File: config.mk
export PLATFORM = sky130hd
export DESIGN_NAME = stream_mux_rr_flat
export DESIGN_NICKNAME = d
export VERILOG_FILES = /design/src/rtl/stream_mux_rr_if.sv /design/src/rtl/stream_mux_rr.sv /design/src/flat_wrapper.sv
export SDC_FILE = /design/constraint.sdc
export NUM_CORES = 1
export LEC_CHECK = 0
export BUFFER_PORTS_ARGS = -buffer_cell sky130_fd_sc_hd__buf_4
export CAP_MARGIN = 10
export CORE_MARGIN = 5
export CORE_UTILIZATION = 45
export CTS_CLUSTER_SIZE = 30
export DETAILED_ROUTE_END_ITERATION = 6
export PLACE_DENSITY = 0.85
export SYNTH_ARGS = -nofsm -noshare
export SYNTH_HDL_FRONTEND = slang
export SYNTH_SLANG_ARGS = --single-unit
File: constraint.sdc
create_clock -name clk -period 5.3 [get_ports clk]
set_input_delay 0 -clock clk [delete_from_list [all_inputs] [get_ports clk]]
set_output_delay 0 -clock clk [all_outputs]
set_load 0.05 [all_outputs]
File: src/rtl/stream_mux_rr_if.sv
// Handshake bundle for the N-to-1 stream multiplexer: per-channel inputs,
// selection controls and the single registered output stream.
interface stream_mux_rr_if #(
    parameter int WIDTH    = 16,
    parameter int CHANNELS = 4
) ();
    localparam int SW = $clog2(CHANNELS);

    logic [CHANNELS*WIDTH-1:0] in_data;
    logic [CHANNELS-1:0]       in_valid;
    logic [CHANNELS-1:0]       in_ready;
    logic                      mode;
    logic [SW-1:0]             sel;
    logic [WIDTH-1:0]          out_data;
    logic                      out_valid;
    logic                      out_ready;
    logic [SW-1:0]             out_chan;

    // master: the environment driving channels and consuming the output
    modport master (
        output in_data, in_valid, mode, sel, out_ready,
        input  in_ready, out_data, out_valid, out_chan
    );

    // slave: the multiplexer itself
    modport slave (
        input  in_data, in_valid, mode, sel, out_ready,
        output in_ready, out_data, out_valid, out_chan
    );
endinterface

File: src/rtl/stream_mux_rr.sv
// N-to-1 stream multiplexer with round-robin or fixed channel selection and a
// single registered output stage that sustains one word per cycle.
module stream_mux_rr #(
    parameter int WIDTH    = 16,
    parameter int CHANNELS = 4
) (
    input  logic            clk,
    input  logic            rst,
    stream_mux_rr_if.slave  bus
);
    localparam int SW = $clog2(CHANNELS);
    localparam logic [SW:0] CH_W   = (SW+1)'(CHANNELS);
    localparam logic [SW-1:0] LAST = SW'(CHANNELS - 1);

    logic [SW-1:0] rr_ptr;
    logic [SW-1:0] grant_idx;
    logic          grant_vld;
    logic          load_en;
    logic          accept;

    assign load_en = !bus.out_valid || bus.out_ready;
    assign accept  = grant_vld && load_en;

    always_comb begin
        logic [SW:0] cand;
        grant_vld = 1'b0;
        grant_idx = '0;
        cand      = '0;
        if (bus.mode) begin
            // an out-of-range sel can only occur when CHANNELS is not a power of two
            if ({1'b0, bus.sel} < CH_W && bus.in_valid[bus.sel]) begin
                grant_vld = 1'b1;
                grant_idx = bus.sel;
            end
        end else begin
            for (int k = 0; k < CHANNELS; k++) begin
                cand = {1'b0, rr_ptr} + (SW+1)'(k);
                if (cand >= CH_W) cand = cand - CH_W;
                if (!grant_vld && bus.in_valid[cand[SW-1:0]]) begin
                    grant_vld = 1'b1;
                    grant_idx = cand[SW-1:0];
                end
            end
        end
    end

    always_comb begin
        bus.in_ready = '0;
        if (accept && !rst) bus.in_ready[grant_idx] = 1'b1;
    end

    always_ff @(posedge clk or posedge rst) begin
        if (rst) begin
            bus.out_valid <= 1'b0;
            bus.out_data  <= '0;
            bus.out_chan  <= '0;
            rr_ptr        <= '0;
        end else begin
            if (accept) begin
                bus.out_valid <= 1'b1;
                bus.out_data  <= bus.in_data[int'(grant_idx)*WIDTH +: WIDTH];
                bus.out_chan  <= grant_idx;
                if (!bus.mode)
                    rr_ptr <= (grant_idx == LAST) ? '0 : grant_idx + SW'(1);
            end else if (bus.out_ready) begin
                bus.out_valid <= 1'b0;
            end
        end
    end
endmodule

File: src/flat_wrapper.sv
// flat-port wrapper written by rule: the top's interface ports become plain ports
module stream_mux_rr_flat 
#(
    parameter int WIDTH    = 16,
    parameter int CHANNELS = 4
)
  (clk, rst, bus_in_data, bus_in_valid, bus_mode, bus_sel, bus_out_ready, bus_in_ready, bus_out_data, bus_out_valid, bus_out_chan);
  stream_mux_rr_if #(.WIDTH(WIDTH), .CHANNELS(CHANNELS)) bus_i ();
  input  logic clk;
  input  logic rst;
  input wire logic [$bits(bus_i.in_data)-1:0] bus_in_data;
  input wire logic [$bits(bus_i.in_valid)-1:0] bus_in_valid;
  input wire logic [$bits(bus_i.mode)-1:0] bus_mode;
  input wire logic [$bits(bus_i.sel)-1:0] bus_sel;
  input wire logic [$bits(bus_i.out_ready)-1:0] bus_out_ready;
  output wire logic [$bits(bus_i.in_ready)-1:0] bus_in_ready;
  output wire logic [$bits(bus_i.out_data)-1:0] bus_out_data;
  output wire logic [$bits(bus_i.out_valid)-1:0] bus_out_valid;
  output wire logic [$bits(bus_i.out_chan)-1:0] bus_out_chan;
  assign bus_i.in_data = bus_in_data;
  assign bus_i.in_valid = bus_in_valid;
  assign bus_i.mode = bus_mode;
  assign bus_i.sel = bus_sel;
  assign bus_i.out_ready = bus_out_ready;
  assign bus_in_ready = bus_i.in_ready;
  assign bus_out_data = bus_i.out_data;
  assign bus_out_valid = bus_i.out_valid;
  assign bus_out_chan = bus_i.out_chan;
  stream_mux_rr #(.WIDTH(WIDTH), .CHANNELS(CHANNELS)) u_core (.clk(clk), .rst(rst), .bus(bus_i));
endmodule
==> results of run 1 <==
-- how the worst min path moves through the flow --
stage | from | end | slack, ns | depth (start not counted)
final | bus_out_ready | u_core.bus.out_valid | 0.008 | 3
after global placement | rst | u_core.rr_ptr[1] | 0.23 | 2
after floorplan | rst | u_core.bus.out_chan[0] | -0.02 | 1
after global routing | bus_out_ready | u_core.bus.out_valid | 0.02 | 3
after CTS | bus_out_ready | u_core.bus.out_valid | 0.01 | 3
after detailed placement | rst | u_core.bus.out_chan[1] | 0.24 | 2
-- power groups by stage --
stage / sequential, mW / combinational [mW] / clock (mW)
2_1_floorplan: 0.394 / 0.160 / 0
5_1_grt: 0.246 / 0.558 / 0.0895
3_5_place_dp: 0.242 / 0.458 / 0
3_3_place_gp: 0.242 / 0.452 / 0
4_1_cts: 0.239 / 0.523 / 0.0817
6_report: 0.241 / 0.529 / 0.0809
-- routing by layer --
layer,routed length [microns],up-vias,part of all wire
li1,-,854,-
met1,2140,842,0.40
met2,2640,97,0.49
met3,471,10,0.088
met4,106,0,0.020
met5,0,-,0
-- stage by stage --
stage          hold WS (ns)   util  std cells  area [sq um]
6_report            0.00810  0.820        329          2540
5_1_grt              0.0248  0.820        329          2540
4_1_cts              0.0134  0.820        329          2540
3_5_place_dp          0.240  0.705        292          2190
3_3_place_gp          0.227  0.705        292          2190
2_1_floorplan       -0.0235      -        164          1480
-- sequential cells by signal, summed over array words and instances (netlist names) --
| register | flops |
|---|---|
| u_core.rr_ptr | 2 |
| u_core.bus.out_chan | 2 |
| u_core.bus.out_valid | 1 |
| u_core.bus.out_data | 16 |
-- worst min-delay path: cells and delay by family --
kind | cells | cell delay [ns]
and+or+nand+nor | 2 | 0.20
buffers and inverters | 1 | 0.08
-- final cells by class --
type,instances,share of cell area
Timing Repair Buffer,129,0.413
Multi-Input combinational cell,127,0.340
Sequential cell,21,0.207
Tap cell,44,0.0216
Clock buffer,4,0.0103
Inverter,4,0.00787
-- cells in the final DEF, fill, tap and decap left out, drive strengths merged --
master and instances:
a211o 1, a21oi 4, a31oi 1, and2 1
buf 96, clkbuf 4, dfrtp 21, dlygate4sd3 33
ha 1, inv 4, mux2 1, mux2i 18
nand2 28, nand2b 2, nand3 34, nor2 5
nor2b 1, nor3 2, nor3b 2, nor4 1
o2111ai 16, o21a 1, o21ai 3, o21bai 1
o221ai 1, o22a 1, o311ai 1, or3 1
-- logic make-up (layout without fill, tap and decap cells) --
group,count (synthesis),after routing,synth area share
flip-flops,21,21,0.355
multiplexers,19,19,0.129
adder cells (fa/ha/maj),1,1,0.00844
AND/OR/NAND/NOR,77,77,0.241
buffers and inverters,16,137,0.0608
AO/OA/AOI/OAI,30,30,0.206
==> results.py, run 1 <==
metrics = {
    "critical_path": {
        "worstSetupEndpointType": "flop",
        "timing.rr.end": "u_core.bus.out_data[12]",
        "crit_start": "u_core.rr_ptr[1]",
        "cp.arrival_ns": 3.07,
        "cp-start-kind": "flop",
        "criticalPathCategory": "flop to flop",
        "worstPathCellList": "a21oi_1 -> o21a_1 -> o221ai_1 -> and2_1 -> nand3_1 -> o2111ai_2 -> dlygate4sd3_1",
        "cpPeakStageDelay_ns": 0.87,
        "crit_end": "u_core.bus.out_data[12]",
        "cp.buffers_inverters": 1,
        "critPathMaxFanout": 32,
        "cp_top_family": "simple AND/OR/NAND/NOR gates",
        "cp.depth": 7,
        "worstRegToRegCells": 7,
        "regToRegStartpoint": "u_core.rr_ptr[1]",
        "slowest_stage": "and2_1",
        "r2r_setup_slack_ns": 2.48,
        "crit_required_ns": 5.55,
    },
    "routing": {
        "wl_microns": 5360,
        "drtIter0Drc": 155,
        "vias_per_cell": 5.48,
        "ant_nets": 0,
        "drc": 0,
        "vias": 1803,
        "dr.pass1.iters": 4,
        "wire_per_inst_microns": 16.3,
    },
    "synth": {
        "synthTopCellsByCount": "nand3_1 (34), nand2_1 (28), dfrtp_1 (21)",
        "ys_seq_area_frac": 0.355,
        "ys_types": 31,
        "synth_area_per_cell_sq_um": 9.03,
        "synth_edf_count": 0,
        "ys_ff_latch": 21,
        "synth_top_area_share": 0.355,
        "yosysMostFrequentCell": "nand3_1",
        "yosysTopAreaCell": "dfrtp_1",
        "ys.flop_type": "dfrtp_1",
        "synth_area_sq_um": 1480,
        "yosys-top-cells-area": "dfrtp_1 (35%), mux2i_1 (12%), nand3_1 (11%)",
        "synthArstFlopShare": 1.00,
        "yosysWarnings": 0,
        "synthCells": 164,
        "synth.net_count": 239,
    },
    "cells_and_area": {
        "seq_area_sq_um": 526,
        "nFillCells": 210,
        "antennaDiodeCount": 0,
        "multi_input_area_sq_um": 866,
        "fin_nets": 361,
        "areaGrowthSynthToFinish_pct": 71.7,
        "drive_gt1_frac": 0.396,
    },
    "cts": {
        "clk_pin_slew_ns": 0.12,
        "post_cts_buffers": 0,
        "hold_buffers": 33,
        "cts_buffers": 3,
        "cts_max_level": 1,
        "cts_tree": "yes",
        "clock_latency_ns": 0.30,
        "cts-root-buf": "clkbuf_4",
        "cts.path.max_buffers": 2,
        "clkSinkCount": 21,
        "cts-resized-gates": 0,
    },
    "die": {
        "start_util": 0.477,
        "ioPinCount": 97,
        "core_sq_um": 3100,
        "die-area_sq_um": 4540,
        "die_w_microns": 67.4,
        "die_h_microns": 67.4,
        "std_cell_rows": 20,
    },
    "power": {
        "power_density_nw_per_um2": 335,
        "clockPowerShare": 0.095,
        "p_sw_frac": 0.469,
        "sequentialPowerShare": 0.283,
        "p_leak_nw": 1.25,
        "internal_power_mw": 0.452,
        "ir_worst_vdd_mv": 0.219,
        "finalPower_mw": 0.851,
        "comb_power_share": 0.622,
        "p_sw_mw": 0.399,
    },
    "global_route": {
        "use_met3": 0.0333,
        "use_met2": 0.413,
        "grt_pass1_wl_microns": 8400,
        "antenna_found_initial": 0,
        "grt_max_degree": 37,
        "met1_usage": 0.305,
        "grt_util_all_layers": 0.240,
        "gr-max-usage-layer": "met2",
        "grt_pass1_vias": 1805,
        "grt-ovfl-total": 0,
    },
    "timing": {
        "fmax_mhz": 354,
        "finalCriticalPeriod_ns": 2.82,
        "max_slew.worst_pin.slew_ns": 1.07,
        "hold_violations": 0,
        "final.setup.tns_ns": 0,
        "fin_skew_ns": 0.00205,
        "finalSetupViolCount": 0,
        "max_slew_margin": 0.289,
        "drv_slew": 0,
        "fin_ws_ns": 2.48,
        "rsz0062_at_grt": "false",
        "min_period_over_period": 0.532,
    },
    "placed_design": {
        "gp_congestion": 0.880,
        "place_ws_ns": 3.05,
        "io_buffer_count": 96,
        "dp_hpwl_microns": 3560,
    },
    "min_path": {
        "min_path_type": "primary input to flop",
    },
    "run": {
        "cap_violations": 0,
    },
    "run_status": {
        "outcome": "finished, final reports clean",
    },
}
(Power assumes the default switching activity.)
==> inputs of run 2 (changes only) <==
--- a/config.mk
+++ b/config.mk
@@ -8,10 +8,10 @@
 export BUFFER_PORTS_ARGS = -buffer_cell sky130_fd_sc_hd__buf_4
 export CAP_MARGIN = 10
 export CORE_MARGIN = 5
-export CORE_UTILIZATION = 45
+export CORE_UTILIZATION = 42
 export CTS_CLUSTER_SIZE = 30
 export DETAILED_ROUTE_END_ITERATION = 6
-export PLACE_DENSITY = 0.85
+export PLACE_DENSITY = 0.8
 export SYNTH_ARGS = -nofsm -noshare
 export SYNTH_HDL_FRONTEND = slang
 export SYNTH_SLANG_ARGS = --single-unit
==> constraint.sdc (replaced) <==
create_clock -name clk -period 2.7 [get_ports clk]
set_input_delay 0 -clock clk [delete_from_list [all_inputs] [get_ports clk]]
set_output_delay 0 -clock clk [all_outputs]
set_load 0.05 [all_outputs]
==> run 2 against run 1 <==
Worst setup slack worse by 2.2 ns. Combinational power up 98%. Clock power up 88%. Global-route usage down 2.7 points. Die area up 6.1%. Via count down 2.8%. Hold slack better by 0.033 ns. Largest cell class unchanged. Critical path depth up 1. Count of clock-buffer cells in the layout down 1. Final area up 1.7%.
==> results.py, run 2 (synthesis results as in run 1) <==
metrics = {
    "run_status": {
        "outcome": "finished, final reports clean",
    },
    "timing": {
        "hold_violations": 0,
        "finalSetupViolCount": 0,
        "fin_skew_ns": 0.00678,
        "min_period_over_period": 0.906,
        "max_slew.worst_pin.slew_ns": 0.817,
        "final.setup.tns_ns": 0,
        "drv_slew": 0,
        "finalCriticalPeriod_ns": 2.45,
        "fmax_mhz": 409,
        "rsz0062_at_grt": "false",
        "max_slew_margin": 0.455,
        "fin_hold_ws_ns": 0.0413,
    },
    "routing": {
        "wl_microns": 4970,
        "ant_nets": 0,
        "dr.pass1.iters": 6,
        "drtIter0Drc": 70,
        "wire_per_inst_microns": 14.8,
        "drc": 0,
        "vias": 1752,
        "vias_per_cell": 5.21,
    },
    "die": {
        "std_cell_rows": 21,
        "core_sq_um": 3360,
        "die-area_sq_um": 4810,
        "die_w_microns": 69.4,
        "start_util": 0.440,
        "ioPinCount": 97,
        "die_h_microns": 69.4,
    },
    "cts": {
        "cts.path.max_buffers": 2,
        "cts-root-buf": "clkbuf_4",
        "cts_buffers": 3,
        "cts_max_level": 1,
        "post_cts_buffers": 0,
        "clock_latency_ns": 0.30,
        "cts_tree": "yes",
        "clkSinkCount": 21,
        "clk_pin_slew_ns": 0.12,
    },
    "cells_and_area": {
        "layout_common_cells": "buf_4 (101), nand3_1 (34), dlygate4sd3_1 (33)",
        "largest_registers": "u_core.bus.out_data: 16 flops, u_core.bus.out_chan: 2 flops, u_core.rr_ptr: 2 flops",
        "antennaDiodeCount": 0,
        "regMostFlops": "u_core.bus.out_data",
        "areaGrowthSynthToFinish_pct": 74.7,
        "seq_area_sq_um": 526,
        "largest_reg_flops": 16,
        "drive_gt1_frac": 0.414,
        "multi_input_area_sq_um": 868,
        "nFillCells": 267,
        "fin_nets": 366,
        "final_common_cell": "buf_4",
    },
    "run": {
        "cap_violations": 0,
    },
    "global_route": {
        "grt_util_all_layers": 0.213,
        "antenna_found_initial": 0,
        "grt_max_degree": 37,
        "grt-ovfl-total": 0,
        "grt_pass1_vias": 1811,
        "grt_pass1_wl_microns": 8660,
    },
    "critical_path": {
        "critPathMaxFanout": 36,
        "worstRegToRegCells": 8,
        "cp.arrival_ns": 2.64,
        "timing.rr.end": "u_core.bus.out_data[12]",
        "worstSetupEndpointType": "flop",
        "crit_start": "u_core.rr_ptr[1]",
        "regToRegStartpoint": "u_core.rr_ptr[1]",
        "cp-start-kind": "flop",
        "r2r_setup_slack_ns": 0.25,
        "criticalPathCategory": "flop to flop",
        "crit_required_ns": 2.90,
    },
    "min_path": {
        "whs_endpoint": "u_core.bus.out_valid",
        "min_from": "bus_sel[1]",
        "min_path_type": "primary input to flop",
        "hold-path-cell-count": 3,
    },
    "placed_design": {
        "gp_congestion": 0.895,
        "dp_hpwl_microns": 3500,
        "io_buffer_count": 96,
    },
    "power": {
        "power_density_nw_per_um2": 644,
        "finalPower_mw": 1.67,
        "ir_worst_vdd_mv": 0.416,
        "p_leak_nw": 1.27,
    },
}
-- run 2: how the worst max path moves through the flow --
stage / end / slack (ns) / cells after the start
floorplan: bus_in_ready[2] / 0.06 / 8
global route: u_core.bus.out_data[9] / 0.09 / 8
CTS: u_core.bus.out_data[0] / 0.15 / 8
finish: u_core.bus.out_data[12] / 0.25 / 8
detailed placement: u_core.bus.out_data[5] / 0.70 / 7
global placement: u_core.bus.out_data[15] / 0.77 / 7
-- run 2: cell type report --
class | instances | area share
flip-flops and latches | 21 | 0.203
clock buffers | 3 | 0.00870
multi-input cells | 127 | 0.336
repair buffers | 134 | 0.421
clock inverters | 1 | 0.00193
well taps | 46 | 0.0222
inverters | 4 | 0.00774
-- run 2: repair_timing --
action,4_1_cts,5_1_grt
hold buffers,33,0
endpoints found under the setup margin,0,8
gates resized for setup,0,1
endpoints found under the hold margin,37,0
-- run 2: routing by layer --
layer | up-vias | track usage | share of wire
met1 | 815 | 0.266 | 0.42
met3 | 4 | 0.0536 | 0.072
li1 | 862 | - | -
met5 | - | 0 | 0
met2 | 71 | 0.369 | 0.50
met4 | 0 | 0.0456 | 0.0073
-- run 2: report_power, final --
| part | internal, mW | switching (mW) |
|---|---|---|
| Clock | 0.0551 | 0.0965 |
| Sequential | 0.407 | 0.0583 |
| Combinational | 0.434 | 0.615 |
| Total | 0.897 | 0.770 |
-- run 2: worst max-delay path, cell delays in order, from the launching register on --
cell and delay [ns]:
dfrtp_1 0.46, nand2_1 0.07, a211o_1 0.31, o311ai_2 0.08
o21ai_2 0.14, inv_6 0.29, mux2i_1 0.28, o2111ai_2 0.12
dlygate4sd3_1 0.59
-- run 2: metrics by stage --
stage,worst slack (ns),instance area [sq um],util,cells
after detailed placement,0.698,2230,0.662,299
final,0.253,2590,0.769,336
after floorplan,0.0577,1480,-,164
after global placement,0.769,2230,0.662,299
after CTS,0.150,2580,0.769,336
after global routing,0.0852,2590,0.769,336
